## src/rtl/noc_output_arbiter_if.sv

```systemverilog
// Output-port bundle between the arbiter and its input ports / downstream link.
interface noc_output_arbiter_if #(
    parameter int unsigned NUM_IN = 5,
    parameter int unsigned DATA_W = 16,
    parameter int unsigned CNT_W  = 3
);
    logic [NUM_IN-1:0]        req_i;
    logic [NUM_IN-1:0]        tail_i;
    logic [NUM_IN*DATA_W-1:0] data_i;
    logic [NUM_IN-1:0]        gnt_o;
    logic [DATA_W-1:0]        data_o;
    logic                     send_o;
    logic                     inc_credit_i;
    logic [CNT_W-1:0]         credit_o;
    logic                     busy_o;
    logic                     err_o;

    // Requesting side: input ports plus the downstream credit return
    modport master (
        output req_i, tail_i, data_i, inc_credit_i,
        input  gnt_o, data_o, send_o, credit_o, busy_o, err_o
    );

    // Arbiter side
    modport slave (
        input  req_i, tail_i, data_i, inc_credit_i,
        output gnt_o, data_o, send_o, credit_o, busy_o, err_o
    );
endinterface

```

## src/rtl/noc_output_arbiter.sv

```systemverilog
// Wormhole round-robin arbiter for one router output port with credit-based
// flow control. A packet owns the port from its head flit to its tail flit.
module noc_output_arbiter #(
    parameter int unsigned NUM_IN  = 5,
    parameter int unsigned DATA_W  = 16,
    parameter int unsigned CREDITS = 5,
    parameter int unsigned CNT_W   = 3
) (
    input logic              clk,
    input logic              rst,
    noc_output_arbiter_if.slave bus
);
    localparam int unsigned IdxW = (NUM_IN > 1) ? $clog2(NUM_IN) : 1;

    typedef enum logic [0:0] {StIdle, StLocked} state_e;

    state_e            state_q, state_d;
    logic [IdxW-1:0]   owner_q, owner_d;
    logic [IdxW-1:0]   rr_ptr_q, rr_ptr_d;
    logic [CNT_W-1:0]  credit_q, credit_d;
    logic [DATA_W-1:0] data_q, data_d;
    logic              send_q, send_d;
    logic              err_q, err_d;

    logic              can_send;
    logic              found;
    logic [IdxW-1:0]   winner;
    logic              grant;
    logic [IdxW-1:0]   sel;
    logic [NUM_IN-1:0] gnt;

    // Only the registered count gates a send; a same-cycle return does not
    assign can_send = (credit_q != '0);

    // Round-robin search starting just after the last packet's winner
    always_comb begin
        int unsigned idx;
        found  = 1'b0;
        winner = '0;
        idx    = 0;
        for (int unsigned off = 1; off <= NUM_IN; off++) begin
            idx = (int'(rr_ptr_q) + off) % NUM_IN;
            if (!found && bus.req_i[idx]) begin
                found  = 1'b1;
                winner = IdxW'(idx);
            end
        end
    end

    // Ownership FSM: grant decision and packet lock/unlock
    always_comb begin
        state_d  = state_q;
        owner_d  = owner_q;
        rr_ptr_d = rr_ptr_q;
        grant    = 1'b0;
        sel      = '0;
        unique case (state_q)
            StIdle: begin
                if (found && can_send) begin
                    grant = 1'b1;
                    sel   = winner;
                    if (bus.tail_i[winner]) begin
                        rr_ptr_d = winner;
                    end else begin
                        state_d = StLocked;
                        owner_d = winner;
                    end
                end
            end
            StLocked: begin
                if (bus.req_i[owner_q] && can_send) begin
                    grant = 1'b1;
                    sel   = owner_q;
                    if (bus.tail_i[owner_q]) begin
                        state_d  = StIdle;
                        rr_ptr_d = owner_q;
                    end
                end
            end
            default: state_d = StIdle;
        endcase
        // No grant may escape while reset is held
        if (rst) begin
            grant = 1'b0;
        end
    end

    // Grant vector and the flit captured for next-cycle forwarding
    always_comb begin
        gnt = '0;
        if (grant) begin
            gnt[sel] = 1'b1;
        end
        send_d = grant;
        data_d = grant ? bus.data_i[int'(sel)*DATA_W +: DATA_W] : data_q;
    end

    // Credit counter: decrement on grant, increment on return; overflow is sticky
    always_comb begin
        credit_d = credit_q;
        err_d    = err_q;
        case ({grant, bus.inc_credit_i})
            2'b10: credit_d = credit_q - CNT_W'(1);
            2'b01: begin
                if (credit_q == CNT_W'(CREDITS)) begin
                    err_d = 1'b1;
                end else begin
                    credit_d = credit_q + CNT_W'(1);
                end
            end
            default: ;
        endcase
    end

    // State and datapath registers
    always_ff @(posedge clk or posedge rst) begin
        if (rst) begin
            state_q  <= StIdle;
            owner_q  <= '0;
            rr_ptr_q <= IdxW'(NUM_IN - 1);
            credit_q <= CNT_W'(CREDITS);
            data_q   <= '0;
            send_q   <= 1'b0;
            err_q    <= 1'b0;
        end else begin
            state_q  <= state_d;
            owner_q  <= owner_d;
            rr_ptr_q <= rr_ptr_d;
            credit_q <= credit_d;
            data_q   <= data_d;
            send_q   <= send_d;
            err_q    <= err_d;
        end
    end

    assign bus.gnt_o    = gnt;
    assign bus.data_o   = data_q;
    assign bus.send_o   = send_q;
    assign bus.credit_o = credit_q;
    assign bus.busy_o   = (state_q == StLocked);
    assign bus.err_o    = err_q;
endmodule
```

## src/flat_wrapper.sv

```systemverilog
// flat-port wrapper written by rule: the top's interface ports become plain ports
module noc_output_arbiter_flat 
#(
    parameter int unsigned NUM_IN  = 5,
    parameter int unsigned DATA_W  = 16,
    parameter int unsigned CREDITS = 5,
    parameter int unsigned CNT_W   = 3
)
  (clk, rst, bus_req_i, bus_tail_i, bus_data_i, bus_inc_credit_i, bus_gnt_o, bus_data_o, bus_send_o, bus_credit_o, bus_busy_o, bus_err_o);
  noc_output_arbiter_if #(.NUM_IN(NUM_IN), .DATA_W(DATA_W), .CNT_W(CNT_W)) bus_i ();
  input logic clk;
  input logic rst;
  input wire logic [$bits(bus_i.req_i)-1:0] bus_req_i;
  input wire logic [$bits(bus_i.tail_i)-1:0] bus_tail_i;
  input wire logic [$bits(bus_i.data_i)-1:0] bus_data_i;
  input wire logic [$bits(bus_i.inc_credit_i)-1:0] bus_inc_credit_i;
  output wire logic [$bits(bus_i.gnt_o)-1:0] bus_gnt_o;
  output wire logic [$bits(bus_i.data_o)-1:0] bus_data_o;
  output wire logic [$bits(bus_i.send_o)-1:0] bus_send_o;
  output wire logic [$bits(bus_i.credit_o)-1:0] bus_credit_o;
  output wire logic [$bits(bus_i.busy_o)-1:0] bus_busy_o;
  output wire logic [$bits(bus_i.err_o)-1:0] bus_err_o;
  assign bus_i.req_i = bus_req_i;
  assign bus_i.tail_i = bus_tail_i;
  assign bus_i.data_i = bus_data_i;
  assign bus_i.inc_credit_i = bus_inc_credit_i;
  assign bus_gnt_o = bus_i.gnt_o;
  assign bus_data_o = bus_i.data_o;
  assign bus_send_o = bus_i.send_o;
  assign bus_credit_o = bus_i.credit_o;
  assign bus_busy_o = bus_i.busy_o;
  assign bus_err_o = bus_i.err_o;
  noc_output_arbiter #(.NUM_IN(NUM_IN), .DATA_W(DATA_W), .CREDITS(CREDITS), .CNT_W(CNT_W)) u_core (.clk(clk), .rst(rst), .bus(bus_i));
endmodule
```

## config.mk

```make
export PLATFORM = sky130hd
export DESIGN_NAME = noc_output_arbiter_flat
export DESIGN_NICKNAME = d
export VERILOG_FILES = /design/src/rtl/noc_output_arbiter_if.sv /design/src/rtl/noc_output_arbiter.sv /design/src/flat_wrapper.sv
export SDC_FILE = /design/constraint.sdc
export NUM_CORES = 1
export LEC_CHECK = 0
export ABC_AREA = 1
export CORE_UTILIZATION = 39
export DETAILED_ROUTE_END_ITERATION = 8
export GPL_ROUTABILITY_DRIVEN = 1
export PLACE_DENSITY = 0.66
export SLEW_MARGIN = 20
export SYNTH_ARGS = -nofsm -noshare
export SYNTH_HDL_FRONTEND = slang
export SYNTH_SLANG_ARGS = --single-unit
```

## constraint.sdc

```tcl
create_clock -name clk -period 10.61 [get_ports clk]
set_clock_uncertainty 0.2 [all_clocks]
set_input_delay 1.5915 -clock clk [delete_from_list [all_inputs] [get_ports clk]]
set_output_delay 1.5915 -clock clk [all_outputs]
set_load 0.01 [all_outputs]
```

==> flow_summary.yaml <==
sta:
  period_minus_slack_ns: 8.22
  tightest_slew_ns: 0.749
  hold_violations: 0
  timing.setup.tns_ns: 0
  setup_repair_after_global_routing_missed_its_margin: "false"
  finalMaxSlewViolations: 0
  report.final.setup_viol: 0
  max_freq_ghz: 0.122
  final_critical_path_setup_slack_ns: 2.39
  holdWs_ns: 0.284
  slew_headroom_pct: 50.0
  post-route-period-util_pct: 77.4
clock_network:
  hold_buf_count_cts: 0
  clk_transition_reported_paths_ns: 0.11
  cts_tree: "yes"
  cts_repair_resize_count: 0
  cts_post_setup_buffers_inserted: 0
  clock_path_buffers: 2
  worst_skew_pair.late_latency_ns: 0.28
  cts.root.buffer_cell: "clkbuf_8"
  clock_tree.htree_level_count: 1
  cts_inserted_buffers: 3
  clock-sinks: 28
place:
  place_ws_ns: 2.69
  place_inst: 890
  place.detailed.hpwl_um: 9700
  globalplace.congestion: 0.891
  io_buffer_count: 119
final_layout:
  num-fill-cells: 1032
  drive_gt1_share_pct: 6.44
  synthToLayoutAreaGrowth_pct: 32.5
  finish.cell_count_without_fillers: 894
  diodes: 0
  finalNetCount: 879
critical_path:
  critical_path_peak_fanout: 34
  most_frequent_cell_on_critical_path: "nand2_1"
  arrival_ns: 6.42
  timing.critical_path.to_type: "output port"
  critical-path-max-stage-delay_ns: 0.84
  slowest_stage: "dfrtp_1"
  setup.worst_path.class: "register to output port"
  timing.critical_path.required_ns: 8.82
  worstSetupStartpointType: "register"
  crit_chain: "inv_2 -> ha_1 -> ha_1 -> nor2_1 -> nand2_2 -> nand2_2 -> xor2_1 -> ha_1 -> inv_1 -> o211ai_2 -> nand2_1 -> nand2_1 -> nand2_1 -> inv_1 -> nand3_1 -> nand2_1 -> nand2_1 -> nand2_1 -> o21a_1 -> nand3_2 -> nand2_2 -> nand2_1 -> nor2_1 -> clkdlybuf4s50_1"
synth:
  syn-num-nets: 776
  mappedNetlistArea_um2: 3970
  yosys_warnings: 0
  synthesis.instances: 659
  async_reset_ff_share_pct: 100
  synth.lib_cells_used.distinct: 45
  dominantRegCellSynth: "dfrtp_1"
  seq_area_frac_synth_pct: 17.8
  synth.ff_latch_count: 28
  synth_enable_flop_cells: 0
  mean_instance_size_in_the_synthesized_netlist_um2: 6.02
route:
  avgRoutedWirePerCell_um: 13.6
  drcViolationCount: 0
  drt.antenna.violating_nets: 0
  routed_via_density: 4.99
  detailedRoute.firstIterationViolations: 175
  detailedRoute.firstPassIterationCount: 5
  dr_total_vias: 4465
  routed_wirelength_um: 12200
pwr:
  finalPower_mw: 1.96
  power_per_cell_area_nw_per_um2: 372
  ir_drop_mv: 0.174
  cellLeakagePower_nw: 2.65
floorplan:
  dieWidth_um: 103
  design.die.area_um2: 10600
  num_io_pins: 120
  core.rowCount: 36
  core_um2: 9820
  initial_core_util_pct: 40.4
  die_y_extent_um: 103
worst_hold_path:
  hp-class: "register to register"
global_route:
  global_route_wire_length_before_repair_um: 19600
  grt_max_degree: 35
  first_global_vias: 4279
  gr-usage-all-layers_pct: 23.2
  grt-ovfl-total: 0
  antenna_found_initial: 0
run_status:
  run_status: "complete, no violations"
run:
  drv_cap: 0
## kinds of logic (layout without fill, tap and decap cells)
kind of cell	Yosys count	in the layout	share of synthesized area (%)
xor+xnor	6	6	1.33
fa+ha+maj	24	24	7.76
flops	28	28	17.8
buf+inv	142	244	14.9
compound gates	59	59	8.68
simple gates	400	400	49.6
## per-layer routing
metal | GRT usage, % | wire length (um) | part of all wire (%) | vias up
met5 | 0 | 0 | 0 | -
met2 | 39.9 | 5710 | 47 | 160
met3 | 5.08 | 872 | 7.2 | 14
met4 | 4.88 | 127 | 1.0 | 0
li1 | - | - | - | 2305
met1 | 29.7 | 5440 | 45 | 1986
## stage by stage
step / area (um2) / util [%]
after global routing: 5250 / 53.5
final: 5250 / 53.5
after global placement: 5200 / 52.9
after floorplan: 3970 / -
after CTS: 5250 / 53.5
after detailed placement: 5200 / 52.9
## placed cells by master, fill, tap and decap left out, drive strengths merged
master,n
o41ai,1
and2,3
nor2,22
dfrtp,25
inv,118
o21ai,24
nor3,2
a31o,2
a21oi,26
xor2,4
clkdlybuf4s50,119
buf,2
nand4,10
fa,1
nand2,186
or2,19
clkbuf,4
nand3b,27
o21a,1
a31oi,1
clkinv,1
nand3,131
dfstp,3
ha,23
o211ai,4
xnor2,2
## final cells by class
| class | instances | area, um2 | share of cell area [%] |
|---|---|---|---|
| Timing Repair Buffer | 121 | 1210 | 23.0 |
| Inverter | 119 | 449 | 8.55 |
| Clock buffer | 4 | 55.1 | 1.05 |
| Sequential cell | 28 | 704 | 13.4 |
| Tap cell | 133 | 166 | 3.17 |
| Multi-Input combinational cell | 489 | 2670 | 50.9 |
## cell usage after synthesis (2+ instances only)
master / count / area share, %
a31o_2: 2 / 0.44
o211ai_1: 3 / 0.57
xnor2_1: 2 / 0.44
nand3b_1: 27 / 5.1
clkbuf_1: 7 / 0.66
nand2_2: 12 / 1.9
or2_1: 12 / 1.9
nor2_1: 18 / 1.7
or2_0: 4 / 0.63
inv_2: 4 / 0.38
a21oi_1: 25 / 3.2
ha_1: 23 / 7.3
dfstp_2: 3 / 2.0
nand3_1: 127 / 16
dfrtp_1: 25 / 16
nand3_2: 4 / 1.0
buf_4: 7 / 1.3
buf_2: 7 / 0.88
or2_2: 3 / 0.47
nor3_1: 2 / 0.25
nor2_2: 2 / 0.32
nand2_1: 170 / 16
o21ai_1: 7 / 0.88
inv_1: 113 / 11
nand2_4: 4 / 1.1
nand4_1: 9 / 1.4
o21ai_0: 15 / 1.9
and2_1: 2 / 0.32
xor2_1: 4 / 0.88
## path summary, 6_finish.rpt
| path | start | endpoint | slack, ns | cells after the start |
|---|---|---|---|---|
| max | u_core.rr_ptr_q[0] | bus_gnt_o[1] | 2.39 | 24 |
| min | u_core.bus.err_o | u_core.bus.err_o | 0.28 | 1 |
| max reg2reg | u_core.rr_ptr_q[0] | u_core.bus.data_o[3] | 4.53 | 26 |
| min reg2reg | u_core.bus.err_o | u_core.bus.err_o | 0.28 | 1 |
| max in group asynchronous | rst | u_core.rr_ptr_q[2] | 8.34 | 3 |
| min in group asynchronous | rst | u_core.bus.data_o[9] | 1.55 | 3 |
## registers in the layout, summed over array words and instances (netlist names)
name,flops
u_core.bus.busy_o,1
u_core.bus.credit_o,3
u_core.bus.data_o,16
u_core.bus.err_o,1
u_core.bus.send_o,1
u_core.owner_q,3
u_core.rr_ptr_q,3
## critical path: cells and delay by family (launching register included)
kind	cells	cell delay (ns)
buffers and inverters	4	0.94
AND/OR/NAND/NOR	14	2.51
flip-flops	1	0.84
adder cells (fa/ha/maj)	3	1.02
XOR/XNOR	1	0.26
AO/OA/AOI/OAI	2	0.57
## where the power goes
group	internal [mW]	switching [mW]
registers	0.168	0.0573
logic	0.591	1.07
clock network	0.0333	0.0354
(Power assumes the default switching activity.)
